`src/rtl/sync_fifo_ctrl.sv`:
```
// sync_fifo_ctrl: single-clock FIFO with registered occupancy, threshold flags and sticky error flags.
// Requests are gated for the first edge after reset release so a release-cycle request is ignored.
module sync_fifo_ctrl #(
    parameter int DATA_WIDTH = 8,
    parameter int ADDR_WIDTH = 4,
    parameter int AF_LEVEL   = 12,
    parameter int AE_LEVEL   = 4
) (
    input  logic                  clk,
    input  logic                  rst_n,
    input  logic                  write_en,
    input  logic [DATA_WIDTH-1:0] data_in,
    input  logic                  read_en,
    input  logic                  clear_err,
    output logic [DATA_WIDTH-1:0] data_out,
    output logic                  data_valid,
    output logic                  full,
    output logic                  empty,
    output logic                  almost_full,
    output logic                  almost_empty,
    output logic [ADDR_WIDTH:0]   count,
    output logic                  overflow,
    output logic                  underflow
);
    localparam int DEPTH = 1 << ADDR_WIDTH;
    localparam logic [ADDR_WIDTH:0] L_DEPTH = DEPTH[ADDR_WIDTH:0];
    localparam logic [ADDR_WIDTH:0] L_AF    = AF_LEVEL[ADDR_WIDTH:0];
    localparam logic [ADDR_WIDTH:0] L_AE    = AE_LEVEL[ADDR_WIDTH:0];

    logic [DATA_WIDTH-1:0] r_mem [DEPTH];
    logic [DATA_WIDTH-1:0] r_dout;
    logic [ADDR_WIDTH:0]   r_wr_ptr, r_rd_ptr, r_count, w_wr_nxt, w_rd_nxt;
    logic                  r_run, r_dv, r_ovf, r_udf, w_wr_acc, w_rd_acc;

    assign full         = r_count == L_DEPTH;
    assign empty        = r_count == '0;
    assign almost_full  = r_count >= L_AF;
    assign almost_empty = r_count <= L_AE;
    assign count        = r_count;
    assign data_out     = r_dout;
    assign data_valid   = r_dv;
    assign overflow     = r_ovf;
    assign underflow    = r_udf;

    assign w_wr_acc = r_run & write_en & ~full;
    assign w_rd_acc = r_run & read_en & ~empty;
    assign w_wr_nxt = r_wr_ptr + (ADDR_WIDTH+1)'(w_wr_acc);
    assign w_rd_nxt = r_rd_ptr + (ADDR_WIDTH+1)'(w_rd_acc);

    always_ff @(posedge clk or negedge rst_n) begin
        if (!rst_n) begin
            r_run    <= 1'b0;
            r_wr_ptr <= '0;
            r_rd_ptr <= '0;
            r_count  <= '0;
            r_dout   <= '0;
            r_dv     <= 1'b0;
            r_ovf    <= 1'b0;
            r_udf    <= 1'b0;
        end else begin
            r_run    <= 1'b1;
            r_wr_ptr <= w_wr_nxt;
            r_rd_ptr <= w_rd_nxt;
            r_count  <= w_wr_nxt - w_rd_nxt;
            r_dv     <= w_rd_acc;
            if (w_rd_acc) r_dout <= r_mem[r_rd_ptr[ADDR_WIDTH-1:0]];
            // a new error takes priority over a coincident clear
            r_ovf    <= (r_run & write_en & full) | (r_ovf & ~clear_err);
            r_udf    <= (r_run & read_en & empty) | (r_udf & ~clear_err);
        end
    end

    always_ff @(posedge clk) begin
        if (w_wr_acc) r_mem[r_wr_ptr[ADDR_WIDTH-1:0]] <= data_in;
    end
endmodule

```
`config.mk`:
```
export PLATFORM = sky130hd
export DESIGN_NAME = sync_fifo_ctrl
export DESIGN_NICKNAME = d
export VERILOG_FILES = /design/src/rtl/sync_fifo_ctrl.sv
export SDC_FILE = /design/constraint.sdc
export NUM_CORES = 1
export LEC_CHECK = 0
export CAP_MARGIN = 20
export CELL_PAD_IN_SITES_DETAIL_PLACEMENT = 1
export CELL_PAD_IN_SITES_GLOBAL_PLACEMENT = 1
export CORE_MARGIN = 3
export CORE_UTILIZATION = 25
export DETAILED_ROUTE_END_ITERATION = 10
export GPL_TIMING_DRIVEN = 0
export PLACE_DENSITY = 0.42
export SYNTH_ARGS = -nofsm -noshare
export SYNTH_HDL_FRONTEND = slang
export SYNTH_SLANG_ARGS = --single-unit
```
`constraint.sdc`:
```
create_clock -name clk -period 6 [get_ports clk]
set_input_delay 1.2 -clock clk [delete_from_list [all_inputs] [get_ports clk]]
set_output_delay 1.2 -clock clk [all_outputs]
set_load 0.1 [all_outputs]
```
==> results.rst, run 1 <==
.. list-table::
   :header-rows: 1

   * - Metric
     - Value
   * - CTS hold repair buffers
     - 0
   * - Fin util
     - 31.7%
   * - Nets in the synthesized netlist
     - 337
   * - Met3 Wirelength
     - 508 um
   * - Iteration-0 DRC count of the detailed router
     - 195
   * - Via density per instance
     - 4.35
   * - Sum of overflow across all layers after global routing
     - 0
   * - Number of cell rows
     - 57
   * - Number of max-cap violations
     - 0
   * - Headroom to the max-slew limit
     - 29.7%
   * - Share of final-layout standard cells stronger than drive strength 1
     - 23.8%
   * - Hold WC Path Type
     - flop to flop
   * - Synth Flop Type
     - sky130_fd_sc_hd__edfxtp_1
   * - DR DRC count
     - 0
   * - Unrepaired setup endpoints after global routing
     - no
   * - Flip-flop and latch count after synthesis
     - 155
   * - Clk Latency, worst-skew pair
     - 0.43 ns
   * - Flop-to-flop setup slack
     - 3.03 ns
   * - Post-CTS Resized
     - 0
   * - Async set-reset flop share out of synthesis
     - 17.4%
   * - Total vias in the final route
     - 3103
   * - Final max-slew violation count
     - 0
   * - Worst slack at placement
     - 2.31 ns
   * - Final sum of negative setup slack
     - 0 ns
   * - Standard cell core area
     - 24500 sq um
   * - Total half-perimeter wirelength after legalization and detailed placement
     - 9.82 mm
   * - Min-Delay Startpoint
     - r_wr_ptr[4]
   * - Number of buffer cells added on primary ports
     - 32
   * - Total design power
     - 4.06 mW
   * - Leading cell types by count after synthesis
     - sky130_fd_sc_hd__edfxtp_1, sky130_fd_sc_hd__dfrtp_1, sky130_fd_sc_hd__mux4_2
   * - Netlist area before placement
     - 6270 sq um
   * - Static Leakage
     - 2.69 nW
   * - Number of flops mapped to enable cells by yosys
     - 128
   * - Die boundary width
     - 164 um
   * - Footprint of the multi-input gates
     - 1590 sq um
   * - Topmost layer with routed signal wires
     - met4
   * - Total of endpoints with negative setup slack in the final report
     - 0
   * - Critical path launch point type
     - flop
   * - Initial Utilization
     - 25.6%
   * - Worst IR Drop VDD
     - 301 uV
   * - Most area-consuming cells after synthesis
     - sky130_fd_sc_hd__edfxtp_1, sky130_fd_sc_hd__dfrtp_1, sky130_fd_sc_hd__mux4_2, sky130_fd_sc_hd__mux4_1, sky130_fd_sc_hd__mux2i_1
   * - Max FO, Critical Path
     - 5
   * - Clock tree from TritonCTS
     - built
   * - Synth Instances
     - 316
   * - Worst-Margin Slew
     - 1.05 ns
   * - Number of nets in the finished design
     - 398
   * - Min cycle time layout
     - 3.90 ns
   * - Cells on Worst Hold Path
     - 1
   * - Level count of the clock H-tree
     - 4
   * - Number of I/O pins
     - 33
   * - Clock Sink Count
     - 155
   * - Clock transition at path regs
     - 0.06 ns
   * - Die footprint
     - 27000 sq um
   * - Routed metal-1 wire length
     - 6.75 mm
   * - Result of the run
     - complete, no violations
   * - Number of distinct library cell variants in the gate-level netlist after synthesis
     - 39
   * - Final number of hold-violating endpoints
     - 0
   * - Antenna-violating nets left
     - 0
   * - # diodes
     - 0
   * - Die height
     - 164 um
   * - Count of TritonRoute iterations in the first routing pass
     - 4
   * - Worst-case setup margin in the final layout
     - 2.10 ns
   * - Top cell type's share of synthesized area
     - 61.3%
   * - Most frequent cell after synthesis
     - sky130_fd_sc_hd__edfxtp_1
   * - Number of global-route vias before repair
     - 3445
   * - Antenna violations before repair
     - 0
   * - Avg WL per Cell
     - 20.9 um
   * - Storage cell area
     - 4520 sq um
   * - Top cell type by total area after synthesis
     - sky130_fd_sc_hd__edfxtp_1
   * - CP endpoint kind
     - primary output
   * - Category of the most critical setup path
     - flop to primary output
   * - Ys Warns
     - 0
   * - Sequential cell area fraction in the yosys report
     - 72.1%
   * - Crit share post-route
     - 65.1%
   * - Worst flop-to-flop path startpoint
     - count[2]
   * - Cell depth of the worst flop-to-flop path
     - 10
   * - Peak clock frequency supported by timing
     - 256 MHz
   * - Fillers
     - 2475
   * - Maximum clock path buffer count
     - 2
   * - Worst reg2reg path endpoint
     - count[4]
   * - Cell at the root of the clock tree
     - sky130_fd_sc_hd__clkbuf_16
   * - Worst Hold Path EP
     - r_wr_ptr[4]
   * - Worst path required time
     - 4.80 ns
   * - Global placement routability congestion
     - 0.688
   * - Gr usage total
     - 11.9%
   * - Wirelength, routed
     - 14.9 mm
   * - Power per cell area
     - 524 nW/um^2
   * - Routed length on met2
     - 7.42 mm
   * - Area grow syn2layout
     - 23.6%
   * - First-pass GRT wire length
     - 22.3 mm
   * - Post-CTS setup-driven buffer insertion count
     - 0
   * - Average cell area after synthesis
     - 19.8 sq um
   * - Pin count of the biggest net entering global routing
     - 28
   * - Clock buffers created by TritonCTS
     - 17
   * - Post-Route Skew
     - 0.0140 ns
   * - Data arrival at the endpoint of the critical path
     - 2.70 ns
==> how the worst max path moves through the flow <==
stage	slack, ns	startpoint	to	cells past startpoint
2_1_floorplan	1.71	count[1]	almost_empty	2
3_3_place_gp	1.27	write_en	r_mem[0][3]	4
3_5_place_dp	2.31	read_en	count[4]	12
4_1_cts	2.05	count[2]	empty	3
5_1_grt	1.99	count[2]	empty	3
6_report	2.10	count[2]	empty	3
==> area by class of cell <==
cell class,count,area share [%]
flip-flops and latches,155,58.3
multi-input cells,134,20.6
clock buffers,17,5.49
repair buffers,42,5.23
well taps,324,5.23
clock inverters,15,2.62
plain buffers,15,1.89
inverters,12,0.614
==> through the flow <==
| stage | area [sq um] | std cells | hold slack (ns) |
|---|---|---|---|
| after floorplan | 6270 | 316 | 0.462 |
| after global placement | 6990 | 672 | 0.478 |
| after detailed placement | 7090 | 679 | 0.479 |
| after CTS | 7720 | 711 | 0.494 |
| after global routing | 7750 | 714 | 0.521 |
| final | 7750 | 714 | 0.488 |
==> layer usage <==
| metal | vias to the layer above | GRT usage, % |
|---|---|---|
| li1 | 1382 | - |
| met1 | 1650 | 15.3 |
| met2 | 59 | 19.2 |
| met3 | 12 | 3.51 |
| met4 | 0 | 3.92 |
| met5 | - | 0 |
==> power by group <==
part / internal [mW] / switching [mW]
Sequential: 1.30 / 0.0842
Clock: 0.672 / 0.476
Combinational: 0.559 / 0.968
Total: 2.53 / 1.53
==> cell families after synthesis <==
| family | Yosys count | share of synthesized area (%) |
|---|---|---|
| AOI/OAI and AO/OA | 15 | 1.94 |
| xor gates and xnor gates | 12 | 1.80 |
| adders and majority gates | 9 | 1.88 |
| buffers and inverters | 27 | 3.09 |
| DFF | 155 | 72.1 |
| muxes | 48 | 14.7 |
| other | 1 | 0.0598 |
| and+or+nand+nor | 49 | 4.41 |
==> worst max-delay path, stage by stage, from the launching register on <==
cell and delay (ns):
sky130_fd_sc_hd__dfrtp_1 0.42, sky130_fd_sc_hd__or4_4 0.59, sky130_fd_sc_hd__nor2_1 0.11, sky130_fd_sc_hd__clkdlybuf4s50_1 1.15
==> flip-flops by register name, summed over array words and instances, names as in the netlist <==
signal      flops
underflow       1
data_valid      1
r_rd_ptr        5
data_out        8
r_mem         128
count           5
r_run           1
overflow        1
r_wr_ptr        5
==> placed cells by master (no fill, tap or decap), drive strengths merged, types with 2 or more instances in the layout <==
master / instances
clkdlybuf4s50: 31
nor3: 4
clkbuf: 18
inv: 19
mux4: 32
nor2: 13
dfrtp: 27
buf: 25
ha: 7
xor2: 4
xnor2: 8
nand2b: 3
clkinv: 5
nand3b: 2
nand3: 4
nand2: 15
mux2i: 16
o221ai: 8
bufinv: 3
edfxtp: 128
nor4: 4
o32ai: 2
Power figures use the tool's default switching activity.
==> run 2: changes to the inputs <==
PLACE_DENSITY = 0.43   (was 0.42)
clock period = 3.4 ns   (was 6 ns; I/O delays follow)
==> results.rst, run 2 (synthesized netlist as in run 1, its figures left out) <==
.. list-table::
   :header-rows: 1

   * - Metric
     - Value
   * - Critical path launch point type
     - flop
   * - Slowest cell on the critical path
     - sky130_fd_sc_hd__dlygate4sd2_1
   * - Number of global-route vias before repair
     - 3361
   * - Top library cells by usage in the layout, fill and taps aside
     - sky130_fd_sc_hd__edfxtp_1, sky130_fd_sc_hd__clkdlybuf4s50_1, sky130_fd_sc_hd__dfrtp_1
   * - Clock buffers created by TritonCTS
     - 17
   * - CP endpoint kind
     - primary output
   * - Share of final-layout standard cells stronger than drive strength 1
     - 25.7%
   * - Wirelength, routed
     - 14.7 mm
   * - Number of flip-flops in the largest register
     - 128
   * - Standard cell core area
     - 24500 sq um
   * - Cells on Worst Hold Path
     - 2
   * - Via density per instance
     - 4.28
   * - CTS hold repair buffers
     - 0
   * - Total half-perimeter wirelength after legalization and detailed placement
     - 9.76 mm
   * - Level count of the clock H-tree
     - 4
   * - Peak clock frequency supported by timing
     - 314 MHz
   * - Iteration-0 DRC count of the detailed router
     - 192
   * - Total placed cells including tap cells
     - 677
   * - Die height
     - 164 um
   * - Die boundary width
     - 164 um
   * - Critical path buffers and inverters
     - 1
   * - Hold WC Path Type
     - flop to flop
   * - Worst reg2reg path endpoint
     - count[4]
   * - Result of the run
     - complete, no violations
   * - Unrepaired setup endpoints after global routing
     - no
   * - Gr usage total
     - 11.6%
   * - Crit share post-route
     - 93.5%
   * - Largest stage delay on the critical path
     - 0.86 ns
   * - Cell depth of the worst flop-to-flop path
     - 12
   * - Worst flop-to-flop path startpoint
     - count[3]
   * - Cell at the root of the clock tree
     - sky130_fd_sc_hd__clkbuf_16
   * - Global placement routability congestion
     - 0.691
   * - Cell type group with the largest total delay on the critical path
     - buffers and inverters
   * - Min-Delay Startpoint
     - data_out[6]
   * - Total design power
     - 7.15 mW
   * - Clock transition at path regs
     - 0.06 ns
   * - Final max-slew violation count
     - 0
   * - Count of TritonRoute iterations in the first routing pass
     - 5
   * - Number of buffer cells added on primary ports
     - 32
   * - Final number of hold-violating endpoints
     - 0
   * - Number of nets in the finished design
     - 393
   * - Min cycle time layout
     - 3.18 ns
   * - Commonest non-fill, non-tap cell in the layout
     - sky130_fd_sc_hd__edfxtp_1
   * - Data arrival at the endpoint of the critical path
     - 2.50 ns
   * - Number of I/O pins
     - 33
   * - Initial Utilization
     - 25.6%
   * - Static Leakage
     - 2.65 nW
   * - Worst IR Drop VDD
     - 662 uV
   * - Worst path required time
     - 2.72 ns
   * - Total of endpoints with negative setup slack in the final report
     - 0
   * - Sum of overflow across all layers after global routing
     - 0
   * - Antenna-violating nets left
     - 0
   * - Antenna violations before repair
     - 0
   * - Clk Latency, worst-skew pair
     - 0.43 ns
   * - Worst-Margin Slew
     - 1.03 ns
   * - Post-layout instance count excluding filler cells
     - 709
   * - Maximum clock path buffer count
     - 2
   * - First-pass GRT wire length
     - 21.8 mm
   * - Total vias in the final route
     - 3037
   * - Worst slack at placement
     - 0.125 ns
   * - Worst Hold Path EP
     - data_out[6]
   * - Area grow syn2layout
     - 23.7%
   * - Flop-to-flop setup slack
     - 0.51 ns
   * - Worst-case setup margin in the final layout
     - 0.220 ns
   * - Headroom to the max-slew limit
     - 31.1%
   * - Fin util
     - 31.7%
   * - Power per cell area
     - 922 nW/um^2
   * - # diodes
     - 0
   * - Number of max-cap violations
     - 0
   * - Number of cell rows
     - 57
   * - Die footprint
     - 27000 sq um
   * - Post-Route Skew
     - 0.00749 ns
   * - Clock tree from TritonCTS
     - built
   * - DR DRC count
     - 0
   * - Final sum of negative setup slack
     - 0 ns
   * - Max FO, Critical Path
     - 5
   * - Category of the most critical setup path
     - flop to primary output
   * - Avg WL per Cell
     - 20.7 um
   * - Pin count of the biggest net entering global routing
     - 18
   * - Clock Sink Count
     - 155
   * - Series of cell instances along the critical path
     - or4_4 -> nor2_4 -> dlygate4sd2_1
## run 2: layout make-up
class / instances / area (sq um)
tap: 324 / 405
inverter: 12 / 50.0
multi-input combinational: 134 / 1640
buffer: 15 / 146
clock buffer: 17 / 425
timing repair buffer: 37 / 375
fill: 2488 / 16700
sequential: 155 / 4530
clock inverter: 15 / 181
## run 2: through the flow
stage                     hold WS [ns]  cell area (sq um)
after floorplan                  0.384               6330
after global placement           0.481               7050
after detailed placement         0.484               7150
after CTS                        0.498               7750
after global routing             0.530               7750
final                            0.503               7750
## run 2: worst register-to-register path, stage by stage, from the launching register on
cell	delay [ns]
sky130_fd_sc_hd__dfrtp_4	0.50
sky130_fd_sc_hd__or4_4	0.59
sky130_fd_sc_hd__nor2_4	0.13
sky130_fd_sc_hd__or2_4	0.21
sky130_fd_sc_hd__inv_6	0.07
sky130_fd_sc_hd__ha_4	0.22
sky130_fd_sc_hd__inv_2	0.06
sky130_fd_sc_hd__ha_4	0.12
sky130_fd_sc_hd__inv_2	0.04
sky130_fd_sc_hd__fa_2	0.38
sky130_fd_sc_hd__a31oi_1	0.17
sky130_fd_sc_hd__o31ai_1	0.11
sky130_fd_sc_hd__xor2_1	0.16
## run 2: repair_timing
action,4_1_cts,5_1_grt
gates resized for setup,2,0
endpoints found under the setup margin,2,0
setup buffers,0,0
## run 2: per-layer routing
| layer | share of wire (%) | vias up | GRT usage, % |
|---|---|---|---|
| met4 | 0.76 | 0 | 3.92 |
| met1 | 46 | 1596 | 15.1 |
| li1 | - | 1379 | - |
| met5 | 0 | - | 0 |
| met3 | 3.2 | 8 | 2.72 |
| met2 | 50 | 54 | 19.1 |
## run 2: report_power, final
| part | switching [mW] | internal, mW | leakage (nW) | total, mW |
|---|---|---|---|---|
| Clock | 0.836 | 1.11 | 0.294 | 1.95 |
| Sequential | 0.159 | 2.30 | 1.48 | 2.46 |
| Combinational | 1.72 | 1.02 | 0.880 | 2.74 |
| Total | 2.72 | 4.43 | 2.65 | 7.15 |
## run 2: worst max path at each step
stage | from | to | cells past startpoint
after floorplan | count[3] | count[4] | 12
after global routing | count[3] | full | 3
after CTS | count[3] | full | 3
after global placement | write_en | r_mem[0][2] | 4
after detailed placement | read_en | count[4] | 12
final | count[3] | full | 3
==> patch 1 (flow settings as in run 2) <==
Change the parameter `ADDR_WIDTH` from 4 to 3.
--- a/src/rtl/sync_fifo_ctrl.sv
+++ b/src/rtl/sync_fifo_ctrl.sv
@@ -3,5 +3,5 @@
 module sync_fifo_ctrl #(
     parameter int DATA_WIDTH = 8,
-    parameter int ADDR_WIDTH = 4,
+    parameter int ADDR_WIDTH = 3,
     parameter int AF_LEVEL   = 12,
     parameter int AE_LEVEL   = 4
Interface: changed (resized count); port bits go from 33 to 32. The function was not compared with the original's and may differ.
==> patch 1 against run 2 <==
Utilization is 0.32 points higher. Worst setup slack better by 0.062 ns. Synthesized cell count is 28% lower. Sequential cell count is 67 lower. Clock skew hardly changed. Design area is 42% lower. Hold slack worse by 0.031 ns. Power is 39% lower. Wire length is 44% lower. Cell count is 35% lower. Synthesized area is 43% lower. Largest power group unchanged.
==> patch 1: results (changes against run 2) <==
Status -> complete, no violations
Worst reg2reg path endpoint -> count[3]
Vias in the first global route -> 2116 (-37%)
Post-CTS Resized -> 0 (-2)
Buffers on Ports -> 31 (-3.1%)
Worst Clk Skew -> 0.00760 ns (+0.000117 ns)
Number of synthesized flops with an enable pin -> 64 (-50%)
Gpl congestion -> 0.676 (-2.3%)
Seq/Total Area, Yosys -> 0.704 (-0.0169)
Net Count, Synth -> 249 (-26%)
Nets@finish -> 294 (-25%)
Post-synth top cells -> edfxtp_1 (64), mux2i_1 (32), dfrtp_1 (24)
Met2 WL -> 3.72 mm (-49%)
Slowest CP cell -> clkdlybuf4s50_1
Share of flip-flops with an asynchronous set or reset -> 0.273 (+0.0985)
Clock latency at the later pin of the worst-skew pair -> 0.34 ns (-0.09 ns)
GRT Resource Usage Total -> 0.112 (-0.00359)
Reg2Reg Depth -> 9 (-3)
First-pass DRT Iterations -> 4 (-1)
Synth area leaders -> edfxtp_1 (54%), dfrtp_1 (17%), mux2i_1 (8.9%)
H-tree depth -> 3 (-1)
DR vias -> 1990 (-34%)
Largest net degree at the start of global routing -> 16 (-2)
Fill cells -> 1461 (-41%)
Layout cells sized above 1 -> 0.140 (-0.117)
Worst path arrival time -> 2.44 ns (-0.06 ns)
Met1 WL -> 3.89 mm (-42%)
WHS Path Cells -> 1 (-1)
DP Wirelength -> 5.56 mm (-43%)
First-pass GRT wire length -> 13.0 mm (-41%)
Routed WL per cell -> 17.9 um (-13%)
Max IR drop VDD -> 248 uV (-63%)
Lkg Pwr -> 1.67 nW (-37%)
Met3 Wirelength -> 378 um (-19%)
[patch 1: worst min path at each step]
stage | startpoint | to | slack [ns]
CTS | r_rd_ptr[3] | r_rd_ptr[3] | 0.48
floorplan | rst_n | count[0] | 0.38
global route | r_rd_ptr[3] | r_rd_ptr[3] | 0.51
global placement | r_rd_ptr[3] | r_rd_ptr[3] | 0.46
detailed placement | r_rd_ptr[3] | r_rd_ptr[3] | 0.48
finish | r_rd_ptr[3] | r_rd_ptr[3] | 0.47
[patch 1: cells by family (layout without fill, tap and decap cells)]
group,after synthesis,count (layout),share of synthesized area
AOI/OAI and AO/OA,29,29,0.0531
xor gates and xnor gates,7,7,0.0234
adders and majority gates,8,8,0.0300
buffers and inverters,17,67,0.0293
DFF,88,88,0.704
muxes,32,32,0.0894
other,1,1,0.00105
and+or+nand+nor,46,46,0.0695
[patch 1: per-stage QoR]
step | power, mW | instance area, um^2 | std cells | hold slack [ns]
after floorplan | 3.01 | 3610 | 228 | 0.384
after global placement | 3.53 | 4140 | 439 | 0.460
after detailed placement | 3.56 | 4190 | 442 | 0.475
after CTS | 4.48 | 4460 | 458 | 0.482
after global routing | 4.66 | 4460 | 458 | 0.506
final | 4.39 | 4460 | 458 | 0.471
[patch 1: report_power, final]
| part | leakage [nW] | switching (mW) | total [mW] | internal (mW) |
|---|---|---|---|---|
| Clock | 0.133 | 0.412 | 0.906 | 0.494 |
| Combinational | 0.674 | 1.34 | 1.98 | 0.644 |
| Sequential | 0.866 | 0.138 | 1.50 | 1.36 |
| Total | 1.67 | 1.89 | 4.39 | 2.50 |
[patch 1: area by class of cell]
type,instances,area [um^2],area share
clock inverters,7,47.5,0.0107
multi-input cells,123,980,0.220
repair buffers,34,347,0.0777
well taps,180,225,0.0505
plain buffers,8,71.3,0.0160
inverters,9,33.8,0.00757
clock buffers,9,225,0.0505
flip-flops and latches,88,2530,0.568
[patch 1: metal layers]
metal  vias up  track usage
met1       991        0.155
met2        42        0.166
met3        14       0.0242
met5         -            0
met4         0       0.0593
li1        943            -
[patch 1: critical path: cells and delay by family (launching register included)]
kind                   cells  cell delay (ns)
flip-flops                 1             0.51
buffers and inverters      1             1.21
AND/OR/NAND/NOR            1             0.38
==> patch 2 (config.mk and constraints of run 2) <==
Without the edit above. Put one more register stage on the output `underflow`, without a reset. The value now appears one clock later. The other outputs are not delayed to match.
--- a/src/rtl/sync_fifo_ctrl.sv
+++ b/src/rtl/sync_fifo_ctrl.sv
@@ -41,5 +41,7 @@
     assign data_valid   = r_dv;
     assign overflow     = r_ovf;
-    assign underflow    = r_udf;
+    always_ff @(posedge clk) begin
+        underflow <= r_udf;
+    end
 
     assign w_wr_acc = r_run & write_en & ~full;
Function: changed (Yosys sat finds a counterexample within 4 cycles, from zero or initial values and one cycle with rst_n low).
==> patch 2 against run 2 <==
Design area is 1.0% higher. Global-route usage is 0.17 points higher. Sequential share of layout area is 0.35 points lower. Clock skew is 0.0026 ns higher. Synthesized area is 0.32% higher. Sequential cell count is 1 higher. Wire length is 1.3% higher. Non-clock buffer count is 4 higher. Worst setup slack worse by 0.020 ns. Power is 2.3% higher. Cell count is 0.71% higher. Critical path depth stayed put.
==> patch 2: results (changes against run 2) <==
DR vias -> 3120 (+2.7%)
Switching Fraction -> 0.372 (-0.00822)
Synth unique cells -> 40 (+2.6%)
Post-route insts no fill -> 714 (+0.71%)
Share of flip-flops with an asynchronous set or reset -> 0.173 (-0.00112)
Clock Tree Buf Depth -> 2 (unchanged)
Gpl congestion -> 0.667 (-3.6%)
Max FFs per register -> 128 (unchanged)
Setup WS post-layout -> 0.200 ns (-0.0201 ns)
# Post-CTS Setup Buffers -> 0 (unchanged)
Crit. Startpoint -> count[3]
ANT cells -> 0 (unchanged)
Reg2Reg Depth -> 12 (unchanged)
Dpl cells -> 682 (+0.74%)
Fill cells -> 2510 (+0.88%)
Worst path arrival time -> 2.52 ns (+0.02 ns)
Slowest CP cell -> dlygate4sd2_1
CP Max Fanout -> 5 (unchanged)
Yosys warns -> 0 (unchanged)
Initial antenna violation count -> 0 (unchanged)
GR Overflow Total -> 0 (unchanged)
Number of synthesized flops with an enable pin -> 128 (unchanged)
Num CTS Buffers -> 17 (unchanged)
Crit path largest cell delay -> 0.87 ns
Post-CTS Resized -> 2 (unchanged)
Post-synth top cells -> edfxtp_1 (128), dfrtp_1 (27), mux4_2 (21)
Dpl cell area -> 7190 um^2 (+0.56%)
Worst Hold Class -> in -> async
DP Wirelength -> 10.2 mm (+4.2%)
Mapped Cells -> 317 (+0.32%)
Setup WS pre-CTS -> 0.222 ns (+0.0976 ns)
Final wirelength -> 14.9 mm (+1.3%)
Seq/Total Area, Yosys -> 0.722 (+0.000888)
Max IR drop VDD -> 695 uV (+5.0%)
Initial drt markers -> 153 (-20%)
Vias in the first global route -> 3429 (+2.0%)
FF-to-FF setup slack -> 0.55 ns (+0.04 ns)
Clock latency at the later pin of the worst-skew pair -> 0.43 ns (about the same)
Status -> complete, no violations
Hold WS -> 0.306 ns (-0.196 ns)
Nets@finish -> 398 (+1.3%)
Worst Clk Skew -> 0.0101 ns (+0.00257 ns)
Net Count, Synth -> 338 (+0.30%)
H-tree depth -> 4 (unchanged)
Largest net degree at the start of global routing -> 28 (+10)
Clock tree root driver cell -> clkbuf_16
First-pass DRT Iterations -> 4 (-1)
Slew headroom -> 0.346 (+0.0348)
Worst-path clk slew -> 0.06 ns (about the same)
Lkg Pwr -> 2.71 nW (+2.0%)
Synth area leaders -> edfxtp_1 (61%), dfrtp_1 (11%), mux4_2 (7.5%)
GRT Resource Usage Total -> 0.118 (+0.00167)
Buffers on Ports -> 32 (unchanged)
Layout cells sized above 1 -> 0.267 (+0.00952)
First-pass GRT wire length -> 22.5 mm (+3.1%)
-- patch 2: power by group through the flow --
stage / clock (mW) / combinational, mW / sequential [mW]
floorplan: 0 / 1.50 / 3.04
global placement: 0 / 2.76 / 2.51
detailed placement: 0 / 2.80 / 2.52
CTS: 2.16 / 2.81 / 2.48
global route: 2.24 / 2.93 / 2.51
finish: 2.10 / 2.73 / 2.48
-- patch 2: cells by family (layout without fill, tap and decap cells) --
logic type	count (synthesis)	after routing	share of synthesized area
flip-flops	156	156	0.722
AND/OR/NAND/NOR	49	49	0.0440
multiplexers	48	48	0.147
buffers and inverters	27	100	0.0308
AO/OA/AOI/OAI	15	15	0.0193
XOR/XNOR	12	12	0.0179
adder cells (fa/ha/maj)	9	9	0.0187
other	1	1	0.000596
-- patch 2: critical path: cells and delay by family, from the launching register on --
family	cells	cell delay, ns
AND/OR/NAND/NOR	2	0.72
flip-flops	1	0.50
buffers and inverters	1	0.87
-- patch 2: cell type report --
type | instances | area (um^2) | area share
multi-input combinational | 134 | 1640 | 0.209
timing repair buffer | 41 | 395 | 0.0505
buffer | 15 | 146 | 0.0187
inverter | 12 | 50.0 | 0.00639
clock buffer | 17 | 425 | 0.0543
tap | 324 | 405 | 0.0517
clock inverter | 15 | 223 | 0.0284
sequential | 156 | 4550 | 0.581
-- patch 2: path summary, 6_finish.rpt --
check | end
max | full
min | r_udf
max reg2reg | count[4]
min reg2reg | underflow
max in group asynchronous | count[2]
min in group clk | underflow
-- patch 2: layer usage --
layer | GRT usage | share of wire | vias to the layer above
met5 | 0 | 0 | -
li1 | - | - | 1389
met3 | 0.0303 | 0.029 | 11
met2 | 0.202 | 0.51 | 50
met4 | 0.0355 | 0.010 | 0
met1 | 0.146 | 0.45 | 1670
